===== src/rtl/acc_pkg.sv =====
// -----------------------------------------------------------------------------
// acc_pkg
//   Shared definitions for the parametrised accumulator slice.
//   - acc_mode_t : 2-bit operation selector presented on acc_param.mode
//   - ACC_ADD / ACC_SUB / ACC_LOAD / ACC_HOLD : encodings of acc_mode_t
// -----------------------------------------------------------------------------
package acc_pkg;

   typedef logic [1:0] acc_mode_t;

   localparam acc_mode_t ACC_ADD  = 2'b00;
   localparam acc_mode_t ACC_SUB  = 2'b01;
   localparam acc_mode_t ACC_LOAD = 2'b10;
   localparam acc_mode_t ACC_HOLD = 2'b11;

endpackage


===== src/rtl/acc_alu.sv =====
// -----------------------------------------------------------------------------
// acc_alu
//   Combinational add/subtract unit for acc_param. Forms the sum or difference
//   of the current accumulator and the zero-extended step in WIDTH+1 bits and
//   resolves out-of-range results by wrapping or saturating.
//
//   Parameters
//     WIDTH    : accumulator width
//     STEP_W   : step operand width (<= WIDTH, zero-extended)
//     SATURATE : 0 = wrap modulo 2^WIDTH, 1 = clamp to 0 / all ones
//   Ports
//     acc    in  : current accumulator value
//     step   in  : unsigned operand
//     mode   in  : operation select (only ADD/SUB change the value here)
//     nxt    out : resulting accumulator value (acc for LOAD/HOLD)
//     ovf_ev out : add carried out of WIDTH bits
//     unf_ev out : subtract borrowed (step > acc)
// -----------------------------------------------------------------------------
import acc_pkg::*;

module acc_alu #(
   parameter int WIDTH    = 6,
   parameter int STEP_W   = WIDTH,
   parameter int SATURATE = 0
) (
   input  logic [WIDTH-1:0]  acc,
   input  logic [STEP_W-1:0] step,
   input  acc_mode_t         mode,
   output logic [WIDTH-1:0]  nxt,
   output logic              ovf_ev,
   output logic              unf_ev
);

   logic [WIDTH:0] acc_x;
   logic [WIDTH:0] step_x;
   logic [WIDTH:0] sum;
   logic [WIDTH:0] diff;

   // Carry-out of the add: either keep the low bits or pin to the top.
   function automatic logic [WIDTH-1:0] sat_add(input logic [WIDTH:0] s);
      if (s[WIDTH] && (SATURATE != 0))
         return '1;
      return s[WIDTH-1:0];
   endfunction

   // Borrow out of the subtract: bit WIDTH of the difference is set exactly
   // when step > acc, so the same bit doubles as the underflow detector.
   function automatic logic [WIDTH-1:0] sat_sub(input logic [WIDTH:0] d);
      if (d[WIDTH] && (SATURATE != 0))
         return '0;
      return d[WIDTH-1:0];
   endfunction

   assign acc_x  = {1'b0, acc};
   assign step_x = (WIDTH+1)'(step);
   assign sum    = acc_x + step_x;
   assign diff   = acc_x - step_x;

   always_comb begin
      nxt    = acc;
      ovf_ev = 1'b0;
      unf_ev = 1'b0;
      case (mode)
         ACC_ADD: begin
            nxt    = sat_add(sum);
            ovf_ev = sum[WIDTH];
         end
         ACC_SUB: begin
            nxt    = sat_sub(diff);
            unf_ev = diff[WIDTH];
         end
         default: ;
      endcase
   end

endmodule


===== src/rtl/acc_param.sv =====
// -----------------------------------------------------------------------------
// acc_param
//   Parametrised accumulator with add / subtract / load / hold, wrap or
//   saturate arithmetic, sticky overflow/underflow flags, a one-cycle event
//   pulse and a snapshot register. All outputs are registered.
//
//   Parameters
//     WIDTH    : accumulator width (>= 2)
//     STEP_W   : width of step and load_val (<= WIDTH, zero-extended)
//     SATURATE : 0 = wrap, 1 = saturate
//   Ports
//     clk      in  : clock, rising edge
//     rst      in  : asynchronous reset, active low
//     en       in  : perform the operation selected by mode
//     mode     in  : 00 add, 01 sub, 10 load, 11 hold
//     step     in  : add/subtract operand
//     load_val in  : value written in load mode
//     clr      in  : synchronous clear of acc and flags (wins over en)
//     snap_req in  : copy the pre-edge acc into snap
//     acc      out : accumulated value
//     snap     out : last captured value
//     ovf      out : sticky overflow
//     unf      out : sticky underflow
//     evt      out : one-cycle pulse after an overflow/underflow edge
// -----------------------------------------------------------------------------
import acc_pkg::*;

module acc_param #(
   parameter int WIDTH    = 6,
   parameter int STEP_W   = WIDTH,
   parameter int SATURATE = 0
) (
   input  logic              clk,
   input  logic              rst,
   input  logic              en,
   input  acc_mode_t         mode,
   input  logic [STEP_W-1:0] step,
   input  logic [STEP_W-1:0] load_val,
   input  logic              clr,
   input  logic              snap_req,
   output logic [WIDTH-1:0]  acc,
   output logic [WIDTH-1:0]  snap,
   output logic              ovf,
   output logic              unf,
   output logic              evt
);

   logic [WIDTH-1:0] acc_p1;
   logic [WIDTH-1:0] snap_p1;
   logic             ovf_p1;
   logic             unf_p1;
   logic             evt_p1;

   logic [WIDTH-1:0] alu_nxt_p0;
   logic             alu_ovf_p0;
   logic             alu_unf_p0;

   logic [WIDTH-1:0] acc_p0;
   logic             ovf_p0;
   logic             unf_p0;
   logic             evt_p0;

   acc_alu #(
      .WIDTH    (WIDTH),
      .STEP_W   (STEP_W),
      .SATURATE (SATURATE)
   ) u_alu (
      .acc    (acc_p1),
      .step   (step),
      .mode   (mode),
      .nxt    (alu_nxt_p0),
      .ovf_ev (alu_ovf_p0),
      .unf_ev (alu_unf_p0)
   );

   // ---- stage p0: next-state selection (clr > en > hold) ----
   always_comb begin
      acc_p0 = acc_p1;
      ovf_p0 = ovf_p1;
      unf_p0 = unf_p1;
      evt_p0 = 1'b0;
      if (clr) begin
         acc_p0 = '0;
         ovf_p0 = 1'b0;
         unf_p0 = 1'b0;
      end else if (en) begin
         case (mode)
            ACC_ADD, ACC_SUB: begin
               acc_p0 = alu_nxt_p0;
               ovf_p0 = ovf_p1 | alu_ovf_p0;
               unf_p0 = unf_p1 | alu_unf_p0;
               evt_p0 = alu_ovf_p0 | alu_unf_p0;
            end
            ACC_LOAD: acc_p0 = WIDTH'(load_val);
            default:  ;
         endcase
      end
   end

   // ---- stage p1: registered accumulator, flags and event ----
   always_ff @(posedge clk or negedge rst) begin
      if (!rst) begin
         acc_p1 <= '0;
         ovf_p1 <= 1'b0;
         unf_p1 <= 1'b0;
         evt_p1 <= 1'b0;
      end else begin
         acc_p1 <= acc_p0;
         ovf_p1 <= ovf_p0;
         unf_p1 <= unf_p0;
         evt_p1 <= evt_p0;
      end
   end

   // Snapshot samples the register output, so it always sees the pre-edge
   // value regardless of clr or the operation being committed on that edge.
   always_ff @(posedge clk or negedge rst) begin
      if (!rst)
         snap_p1 <= '0;
      else if (snap_req)
         snap_p1 <= acc_p1;
   end

   assign acc  = acc_p1;
   assign snap = snap_p1;
   assign ovf  = ovf_p1;
   assign unf  = unf_p1;
   assign evt  = evt_p1;

endmodule


===== config.mk =====
export PLATFORM = sky130hd
export DESIGN_NAME = acc_param
export DESIGN_NICKNAME = d
export VERILOG_FILES = /design/src/rtl/acc_pkg.sv /design/src/rtl/acc_alu.sv /design/src/rtl/acc_param.sv
export SDC_FILE = /design/constraint.sdc
export NUM_CORES = 1
export LEC_CHECK = 0
export BUFFER_PORTS_ARGS = -buffer_cell sky130_fd_sc_hd__buf_2
export CAP_MARGIN = 20
export CORE_ASPECT_RATIO = 0.7
export CORE_MARGIN = 2
export CORE_UTILIZATION = 29
export CTS_CLUSTER_SIZE = 10
export DETAILED_ROUTE_END_ITERATION = 10
export PLACE_DENSITY_LB_ADDON = 0.2
export SETUP_SLACK_MARGIN = 0.02
export SLEW_MARGIN = 40
export SYNTH_ARGS = -nofsm -noshare
export SYNTH_HDL_FRONTEND = slang
export SYNTH_SLANG_ARGS = --single-unit

===== constraint.sdc =====
create_clock -name clk -period 2.7 [get_ports clk]
set_clock_uncertainty 0.05 [all_clocks]
set_input_delay 0.27 -clock clk [delete_from_list [all_inputs] [get_ports clk]]
set_output_delay 0.27 -clock clk [all_outputs]
set_load 0.03 [all_outputs]

## Yosys cells after proc, flatten, opt, wreduce, memory -nomap -nowiden

Index checks and enable logic that the tools add are counted.

- Memory bits (writable): 0
- Bits in registers: 15
- Latch bits: 0
- Output and inout port bits: 15
- Bits in read-only memories: 0
- Memories kept: 0
- Word-level logic and storage cells: 35

- $mul: 0
- Bitwise gates (word level): 3
- Reductions and logical operators: 7
- Equality and inequality tests: 3
- Shift operators: 0
- Multiplexer cells: 15
- Divide/modulo/power cells: 0
- Add/subtract/negate cells: 2
- $lt $le $gt $ge: 0

Operators with widths:

| operator | count |
|---|---|
| 6-bit case mux with 2 select lines | 2 |
| 6-bit 2-to-1 mux | 2 |
| 1-bit 2-to-1 mux | 11 |
| 6-bit by 6-bit adder with 7-bit output | 1 |
| 6-bit by 6-bit subtractor with 7-bit output | 1 |
| 4-bit by 2-bit inequality test with 1-bit output, second input constant | 1 |
| 2-bit nonzero test | 2 |
| 1-bit OR | 3 |
| 3-bit AND reduction | 1 |
| 3-bit nonzero test | 1 |
| 2-bit by 1-bit == test with 1-bit output, second input constant | 1 |
| 2-bit == test, second input constant | 1 |
| 2-bit logical NOT | 1 |
| 2-bit AND reduction | 1 |
| 2-bit OR reduction | 1 |

## Depth between registers and ports, before layout

Gate-level depths: netlist of run 1.

- Depth after elaboration: 6
- Gate-level depth with buffers: 9

## Cells and area by module

A second synthesis of run 1 with hierarchy kept.

- Cell total of the unflattened synthesis: 118
- Area, all modules: 1,208.7 um^2

By module, submodules not included:

| module | times used | cells each | area each (um^2) |
|---|---|---|---|
| acc_param | 1 | 46 | 641.9 |
| acc_alu | 1 | 72 | 566.8 |

## Worst setup path before layout of run 1

No wires, ideal clock.

- Path type: flip-flop to flip-flop
- Start: reg acc_p1[0], in the netlist acc[0]
- End: reg acc_p1[4], in the netlist acc[4]
- Stages on the path, launching flop included: 10
- Path slack: 670 ps
- Library setup time: 121 ps
- Clock period less this slack: 2,030 ps
- Arrival: 1,859 ps
- Cell sequence: dfrtp_1 -> inv_1 -> ha_1 -> inv_1 -> fa_1 -> a21o_1 -> a21oi_1 -> or3_1 -> nand3_1 -> a22o_1

- Word-level cells in the longest chain between the ends: 5
- Elaborated cells on any way between the ends: 6

RTL lines:

| what | RTL line | RTL |
|---|---|---|
| start: declaration | acc_param.sv:48 | `logic [WIDTH-1:0] acc_p1;` |
| start signal: assignment | acc_param.sv:108 | `acc_p1 <= acc_p0;` |
| 6-bit by 6-bit subtractor with 7-bit output or 6-bit by 6-bit adder with 7-bit output (tied branches) | acc_alu.sv:57, acc_alu.sv:56 |  |
| 6-bit case mux with 2 select lines (*) | acc_alu.sv:63 | `case (mode)` |
| 6-bit case mux with 2 select lines (*) | acc_param.sv:87 | `case (mode)` |
| 6-bit 2-to-1 mux (*) | acc_param.sv:86 | `end else if (en) begin` |
| 6-bit 2-to-1 mux (*) | acc_param.sv:82 | `if (clr) begin` |

Mark *: on every way between the ends. The rest lies on a longest branch, timed or not. The select of a mux whose other input is x is not followed.
A chain may end at the register's enable or synchronous reset.

## Final worst setup path of run 1

Same ends and word-level chain as after synthesis.

==> flow_metrics.env, run 1 <==
export IMPL_status="finished clean"
export IMPL_htreeDepth=1
export IMPL_hold_class="in2reg"
export IMPL_grt_pass1_wl_mm=4.88
export IMPL_clkSinkCount=15
export IMPL_syn_cell_area_um2=1190
export IMPL_register_area_um2=375
export IMPL_cts_buffer_depth=2
export IMPL_period_share_pct=79.2
export IMPL_cts_made_buffers=3
export IMPL_finalSetupViolCount=0
export IMPL_wl_met3_um=131
export IMPL_power_density_nw_per_um2=454
export IMPL_layout_common_cells="33 x buf_2, 15 x dfrtp_1, 14 x inv_1"
export IMPL_clk_pin_slew_worst_paths_ns=0.06
export IMPL_cp_data_arrival_time_ns=2.22
export IMPL_r2r_end="acc[4]"
export IMPL_rr_worst_depth=9
export IMPL_dr_pass1_iters=4
export IMPL_endpoint="acc[4]"
export IMPL_synth_edf_count=0
export IMPL_slew_headroom_pct=72.1
export IMPL_ir_worst_vdd_v=0.000174
export IMPL_met1_length_mm=1.41
export IMPL_met2WireLength_mm=1.30
export IMPL_grt_overflow=0
export IMPL_finalHoldViolCount=0
export IMPL_n_fill_cell=425
export IMPL_path_class="reg2reg"
export IMPL_ios=34
export IMPL_maxCapViolCount=0
export IMPL_core_area_um2=3950
export IMPL_fp_dieH_um=57.7
export IMPL_drive_gt1_share_pct=28.3
export IMPL_async_flop_share_pct=100
export IMPL_r2r_slack_ns=0.56
export IMPL_yosysWarnings=0
export IMPL_hpwl_mm=2.36
export IMPL_dr_first_iter_drc_count=84
export IMPL_syn_area_per_cell_um2=8.97
export IMPL_grt_setup_unrepaired="false"
export IMPL_vias=1048
export IMPL_ctsRootBufferMaster="clkbuf_8"
export IMPL_multi_input_comb_area_um2=737
export IMPL_min_from="clr"
export IMPL_power_leakage_nw=0.754
export IMPL_wl_mm=2.85
export IMPL_antenna_found_initial=0
export IMPL_portBuffers=33
export IMPL_grt_pass1_vias=1068
export IMPL_area_growth_pct=21.6
export IMPL_start_util_pct=30.2
export IMPL_routabilityCongestion=0.806
export IMPL_die_x_um=80.7
export IMPL_final_common_cell="buf_2"
export IMPL_post_cts_resized=0
export IMPL_ant_nets=0
export IMPL_viasPerCell=4.81
export IMPL_startpoint_type="register"
export IMPL_cp_max_fo=5
export IMPL_nNetsFinal=200
export IMPL_finalSetupTns_ns=0
export IMPL_crit_required_ns=2.78
export IMPL_r2r_start="acc[0]"
export IMPL_synth_nets=166
export IMPL_ys_seq_area_share_pct=31.4
export IMPL_rows=19
export IMPL_drc_errors=0
export IMPL_post_cts_buffers=0
export IMPL_wl_per_cell_um=13.1
export IMPL_ys_ff_latch=15
export IMPL_synthCells=133
export IMPL_finalCriticalPeriod_ns=2.14
export IMPL_cts_tree="built"
export IMPL_ctsHoldBuffers=1
export IMPL_startpoint="acc[0]"
export IMPL_synth_main_ff_cell="dfrtp_1"
export IMPL_final_core_util_pct=36.8
export IMPL_fmax_mhz=468
export IMPL_synth_distinct_cells=40
export IMPL_slew_viol_final=0
export IMPL_top_layer_used="met3"
export IMPL_grtUsageTotal_pct=13.4
export IMPL_grt_max_degree=17
export IMPL_insertion_delay_ns=0.24
export IMPL_cp_end_kind="register"
export IMPL_worst_pin_slew_ns=0.418
export IMPL_diodes=0
export IMPL_die_area_um2=4650
==> sequential cells by signal, summed over array words and instances (netlist names) <==
name,flops
snap,6
acc,6
unf,1
evt,1
ovf,1
==> where the power goes <==
part	internal [mW]	total (mW)	leakage, nW	switching, mW
Combinational	0.0842	0.220	0.526	0.136
Sequential	0.244	0.263	0.203	0.0190
Clock	0.102	0.176	0.0255	0.0737
Total	0.430	0.659	0.754	0.229
==> worst max-delay path: stages (launching register included) <==
cell     delay [ns]
dfrtp_1        0.42
inv_1          0.08
ha_1           0.17
inv_1          0.06
fa_1           0.41
a21o_1         0.18
a21oi_1        0.25
or3_1          0.15
nand3_1        0.07
a22o_1         0.20
==> layout make-up <==
type,instances,area share [%]
flip-flops and latches,15,25.9
well taps,52,4.48
clock inverters,1,0.345
multi-input cells,99,50.8
clock buffers,3,2.84
repair buffers,34,12.1
inverters,14,3.62
==> cells by family after synthesis <==
kind of cell               after synthesis  share of synthesized area [%]
DFF                                     15                           31.4
xor gates and xnor gates                 2                           1.47
AOI/OAI and AO/OA                       36                           20.2
muxes                                    6                           5.66
buffers and inverters                   19                           6.81
adders and majority gates               14                           15.9
and+or+nand+nor                         41                           18.5
==> how the worst min path moves through the flow <==
stage / endpoint / slack (ns) / cells past startpoint
floorplan: acc[0] / -0.08 / 0
global placement: snap[1] / 0.14 / 1
detailed placement: snap[0] / 0.14 / 1
CTS: ovf / 0.21 / 2
global route: ovf / 0.24 / 2
finish: unf / 0.21 / 2
==> Yosys cell counts, drive strengths merged, types with 3 or more instances <==
master   n  area [um2]
a21oi   10        53.8
a22o     3        26.3
buf      3        21.3
dfrtp   15         375
ha      12         150
inv     14        52.6
mux2     6        67.6
nand2    9        33.8
nand3    4        20.0
nor2     9        33.8
nor2b    6        37.5
nor3     3        20.0
o21ai   11        55.1
==> metal layers <==
layer	track usage (%)	vias up
met1	18.7	494
met5	0	-
li1	-	531
met2	22.5	23
met4	2.18	0
met3	2.02	0
==> metrics by stage <==
step	area (um2)	power, mW	cells	setup WS [ns]	hold slack [ns]
3_3_place_gp	1400	0.482	213	0.592	0.140
5_1_grt	1450	0.707	218	0.460	0.236
4_1_cts	1450	0.667	218	0.562	0.208
2_1_floorplan	1190	0.419	133	0.670	-0.0756
3_5_place_dp	1400	0.487	213	0.578	0.140
6_report	1450	0.659	218	0.562	0.212
Power figures use the tool's default switching activity.
==> run 2, diff against run 1 <==
Clock period 2.7 ns to 1.8 ns, I/O delays scaled along.
==> run 2 against run 1 <==
Combinational power up 110%. Die area did not move. The run now ends with setup timing left. Setup slack worse by 0.63 ns. Flip-flop and latch count unchanged. Sequential share of layout area decreased by 4.2 points. Critical path type unchanged. Global-route usage increased by 0.49 points.
==> flow_metrics.env, run 2 (synthesized netlist as in run 1, its figures left out) <==
export IMPL_status="complete, but fails checks"
export IMPL_violations="setup timing"
export IMPL_crit_required_ns=1.88
export IMPL_r2r_slack_ns=-0.07
export IMPL_clk_pin_slew_worst_paths_ns=0.06
export IMPL_finalCriticalPeriod_ns=1.87
export IMPL_p_clk_share_pct=24.1
export IMPL_diodes=0
export IMPL_routabilityCongestion=0.838
export IMPL_viasPerCell=4.71
export IMPL_clkSinkCount=15
export IMPL_cts_tree="built"
export IMPL_start_util_pct=30.2
export IMPL_grt_overflow=0
export IMPL_power_leakage_nw=0.866
export IMPL_startpoint_type="register"
export IMPL_wl_per_cell_um=13.5
export IMPL_insertion_delay_ns=0.24
export IMPL_cp_data_arrival_time_ns=1.95
export IMPL_ir_worst_vdd_v=0.000250
export IMPL_ios=34
export IMPL_final_cell_area_um2=1760
export IMPL_die_x_um=80.7
export IMPL_finalSetupViolCount=5
export IMPL_cp_top_family="compound AO/OA/AOI/OAI gates"
export IMPL_dr_first_iter_drc_count=67
export IMPL_layout_common_cells="33 x buf_2, 18 x buf_4, 12 x inv_1"
export IMPL_worst_pin_slew_ns=0.410
export IMPL_final_core_util_pct=44.7
export IMPL_fmax_mhz=534
export IMPL_grt_pass1_vias=996
export IMPL_dr_pass1_iters=4
export IMPL_hpwl_mm=2.50
export IMPL_n_fill_cell=401
export IMPL_grtUsageTotal_pct=13.9
export IMPL_grt_pass1_wl_mm=4.97
export IMPL_drc_errors=0
export IMPL_path_cells="ha_4 -> nor3b_2 -> nor3_2 -> buf_4 -> o31ai_2 -> o21bai_4 -> a32o_1"
export IMPL_fp_dieH_um=57.7
export IMPL_switchingPower_mw=0.399
export IMPL_grt_setup_unrepaired="true"
export IMPL_critPathSlowestCell="dfrtp_2"
export IMPL_postPlaceCellArea_um2=1550
export IMPL_ant_nets=0
export IMPL_ctsRootBufferMaster="clkbuf_8"
export IMPL_path_buf_inv=1
export IMPL_slew_viol_final=0
export IMPL_period_share_pct=104
export IMPL_cp_max_fo=4
export IMPL_drive_gt1_share_pct=48.7
export IMPL_vias=1126
export IMPL_finalHoldViolCount=0
export IMPL_slew_headroom_pct=72.7
export IMPL_cp_end_kind="register"
export IMPL_power_density_nw_per_um2=642
export IMPL_power_internal_mw=0.733
export IMPL_die_area_um2=4650
export IMPL_cts_buffer_depth=2
export IMPL_p_comb_share_pct=41.4
export IMPL_rows=19
export IMPL_cts_made_buffers=3
export IMPL_nNetsFinal=221
export IMPL_crit_cells=7
export IMPL_antenna_found_initial=0
export IMPL_core_area_um2=3950
export IMPL_path_class="reg2reg"
export IMPL_crit_path_max_incr_delay_ns=0.45
export IMPL_setup_ws_ns=-0.0721
export IMPL_rr_worst_depth=7
export IMPL_hold_class="in2reg"
export IMPL_maxCapViolCount=0
export IMPL_wl_mm=3.22
export IMPL_final_common_cell="buf_2"
export IMPL_p_sw_share_pct=35.3
export IMPL_hold_path_cell_count=2
export IMPL_grt_max_degree=16
export IMPL_htreeDepth=1
export IMPL_area_growth_pct=47.7
export IMPL_portBuffers=33
export IMPL_pwr_share_seq_pct=34.5
run 2: changes by cell type in the layout (fill, tap and decap cells not counted), moves of 3 or more:
cell and delta:
buf_4 +18, dfrtp_1 -5, dfrtp_2 +5, ha_1 -4, ha_4 +4, buf_6 +3
run 2: worst reg2reg max path: stages, from the launching register on:
cell      delay (ns)
dfrtp_2         0.45
ha_4            0.26
nor3b_2         0.20
nor3_2          0.07
buf_4           0.15
o31ai_2         0.25
o21bai_4        0.08
a32o_1          0.25
run 2: area by class of cell:
type / count / area (um2) / area share, %
Tap cell: 52 / 65.1 / 3.69
Sequential cell: 15 / 382 / 21.6
Timing Repair Buffer: 55 / 344 / 19.5
Clock inverter: 1 / 5.00 / 0.284
Multi-Input combinational cell: 99 / 873 / 49.5
Inverter: 14 / 52.6 / 2.98
Clock buffer: 3 / 41.3 / 2.34
run 2: power groups by stage:
stage | clock network (mW) | logic, mW | registers (mW)
2_1_floorplan | 0 | 0.188 | 0.453
3_3_place_gp | 0 | 0.394 | 0.393
3_5_place_dp | 0 | 0.394 | 0.395
4_1_cts | 0.280 | 0.415 | 0.389
5_1_grt | 0.307 | 0.511 | 0.394
6_report | 0.273 | 0.469 | 0.390
run 2: final timing paths:
path                          from  endpoint
min reg2reg                snap[0]   snap[0]
min                            clr       unf
min in group asynchronous      rst   snap[0]
max in group asynchronous      rst    acc[4]
max                         acc[2]    acc[3]
max reg2reg                 acc[2]    acc[3]
run 2: what timing repair did:
item,4_1_cts,5_1_grt
resized for setup,3,23
endpoints found under the hold margin,15,0
setup buffers,4,1
pin swaps,11,7
endpoints found under the setup margin,5,7
hold buffers,1,0
run 2: stage by stage:
stage | setup slack (ns) | setup TNS, ns | hold slack (ns) | total power, mW | instances
final | -0.0721 | -0.212 | 0.122 | 1.13 | 239
after global routing | -0.138 | -0.566 | 0.137 | 1.21 | 239
after CTS | -0.0677 | -0.158 | 0.122 | 1.08 | 238
after detailed placement | -0.0824 | -0.155 | 0.0577 | 0.789 | 229
after global placement | -0.0525 | -0.0973 | 0.0546 | 0.788 | 229
after floorplan | -0.0878 | -0.136 | -0.166 | 0.641 | 133
run 2: layer usage:
layer  vias to the layer above  routed length (um)  GRT usage, %
li1                        573                   -             -
met1                       530                1670          22.0
met2                        21                1400          18.2
met3                         2                 152          3.74
met4                         0                   6          3.63
met5                         -                   0             0
==> run 3, diff against run 2 <==
Settings changed: GPL_TIMING_DRIVEN from default to 0.
==> run 3 against run 2 <==
The run still ends with setup timing left. Register-to-register slack got worse by 0.04 ns. Global-route usage increased by 0.35 points. Cell area fell by 2.3%. Die area stayed put. Setup slack got worse by 0.043 ns.
==> flow_metrics.env, run 3 (synthesized netlist as in run 1, its figures left out) <==
export IMPL_status="complete, but fails checks"
export IMPL_violations="setup timing"
export IMPL_critPathSlowestCell="dfrtp_2"
export IMPL_crit_required_ns=1.88
export IMPL_nNetsFinal=215
export IMPL_grtUsageTotal_pct=14.2
export IMPL_cp_data_arrival_time_ns=1.99
export IMPL_crit_cells=9
export IMPL_slew_headroom_pct=72.5
export IMPL_power_mw=1.10
export IMPL_path_cells="inv_2 -> ha_4 -> inv_2 -> fa_2 -> a21o_1 -> a21oi_2 -> or3_1 -> nand3_1 -> a22o_1"
export IMPL_wl_per_cell_um=13.6
export IMPL_path_buf_inv=2
export IMPL_startpoint="acc[0]"
export IMPL_final_core_util_pct=43.7
export IMPL_setup_ws_ns=-0.115
export IMPL_grt_pass1_wl_mm=5.15
export IMPL_cts_buffer_depth=2
export IMPL_power_leakage_nw=0.828
export IMPL_grt_setup_unrepaired="true"
export IMPL_vias=1141
export IMPL_n_fill_cell=420
export IMPL_dr_pass1_iters=4
export IMPL_drc_errors=0
export IMPL_htreeDepth=1
export IMPL_cts_made_buffers=3
export IMPL_ant_nets=0
export IMPL_finalSetupViolCount=5
export IMPL_cp_end_kind="register"
export IMPL_wl_mm=3.17
export IMPL_clkSinkCount=15
export IMPL_ir_worst_vdd_v=0.000302
export IMPL_diodes=0
export IMPL_core_area_um2=3950
export IMPL_endpoint="acc[4]"
export IMPL_worst_pin_slew_ns=0.412
export IMPL_power_density_nw_per_um2=637
export IMPL_r2r_start="acc[0]"
export IMPL_ctsRootBufferMaster="clkbuf_8"
export IMPL_viasPerCell=4.90
export IMPL_cp_max_fo=4
export IMPL_fmax_mhz=522
export IMPL_grt_pass1_vias=1072
export IMPL_clk_pin_slew_worst_paths_ns=0.06
export IMPL_die_x_um=80.7
export IMPL_hold_class="in2reg"
export IMPL_hpwl_mm=2.31
export IMPL_pre_cts_ws_ns=-0.178
export IMPL_dr_first_iter_drc_count=48
export IMPL_crit_path_max_incr_delay_ns=0.44
export IMPL_postPlaceCellArea_um2=1450
export IMPL_path_common_cell="inv_2"
export IMPL_ios=34
export IMPL_slew_viol_final=0
export IMPL_r2r_slack_ns=-0.11
export IMPL_drive_gt1_share_pct=46.4
export IMPL_portBuffers=32
export IMPL_routabilityCongestion=0.835
export IMPL_area_growth_pct=44.3
export IMPL_startpoint_type="register"
export IMPL_fp_dieH_um=57.7
export IMPL_finalHoldViolCount=0
export IMPL_maxCapViolCount=0
export IMPL_rows=19
export IMPL_die_area_um2=4650
export IMPL_layout_common_cells="34 x buf_2, 11 x inv_1, 11 x dfrtp_1"
export IMPL_finalCriticalPeriod_ns=1.91
export IMPL_rr_worst_depth=9
export IMPL_final_cell_area_um2=1720
export IMPL_final_common_cell="buf_2"
export IMPL_cts_tree="built"
export IMPL_insertion_delay_ns=0.24
export IMPL_cp_top_family="compound AO/OA/AOI/OAI gates"
export IMPL_start_util_pct=30.2
export IMPL_antenna_found_initial=0
export IMPL_grt_overflow=0
export IMPL_path_class="reg2reg"
export IMPL_period_share_pct=106
export IMPL_r2r_end="acc[4]"
export IMPL_grt_max_degree=16
[run 3: where the power goes]
part / switching, mW / total, mW / internal (mW)
clock: 0.103 / 0.259 / 0.156
sequential: 0.0275 / 0.394 / 0.367
combinational: 0.248 / 0.444 / 0.196
total: 0.379 / 1.10 / 0.719
[run 3: timing repair]
action	in CTS	in global routing
pin swaps	11	7
endpoints found under the setup margin	6	7
buffers inserted	9	3
resized for setup	14	11
hold endpoints to repair	15	0
hold buffers	1	0
[run 3: area by class of cell]
| type | instances | area [um2] | area share [%] |
|---|---|---|---|
| well taps | 52 | 65.1 | 3.78 |
| repair buffers | 45 | 277 | 16.0 |
| inverters | 14 | 52.6 | 3.05 |
| clock buffers | 4 | 45.0 | 2.61 |
| plain buffers | 4 | 25.0 | 1.45 |
| flip-flops and latches | 15 | 380 | 22.1 |
| multi-input cells | 99 | 878 | 51.0 |
[run 3: worst min-delay path by stage]
| stage | start | endpoint | slack [ns] | cells after the start |
|---|---|---|---|---|
| floorplan | rst | acc[0] | -0.17 | 0 |
| global placement | rst | snap[1] | 0.04 | 1 |
| detailed placement | rst | snap[2] | 0.05 | 1 |
| CTS | clr | unf | 0.12 | 2 |
| global route | clr | unf | 0.16 | 2 |
| finish | clr | unf | 0.14 | 2 |
[run 3: stage by stage]
stage | hold WS, ns | TNS, ns | instances
floorplan | -0.166 | -0.136 | 133
global placement | 0.0389 | -0.552 | 217
detailed placement | 0.0481 | -0.679 | 217
CTS | 0.123 | -0.271 | 230
global route | 0.158 | -0.842 | 233
finish | 0.138 | -0.278 | 233
[run 3: routing by layer]
| layer | vias to the layer above | GRT usage, % | share of wire (%) |
|---|---|---|---|
| li1 | 561 | - | - |
| met1 | 547 | 22.1 | 50 |
| met2 | 29 | 21.5 | 45 |
| met3 | 4 | 0.935 | 4.2 |
| met4 | 0 | 3.63 | 0.66 |
| met5 | - | 0 | 0 |
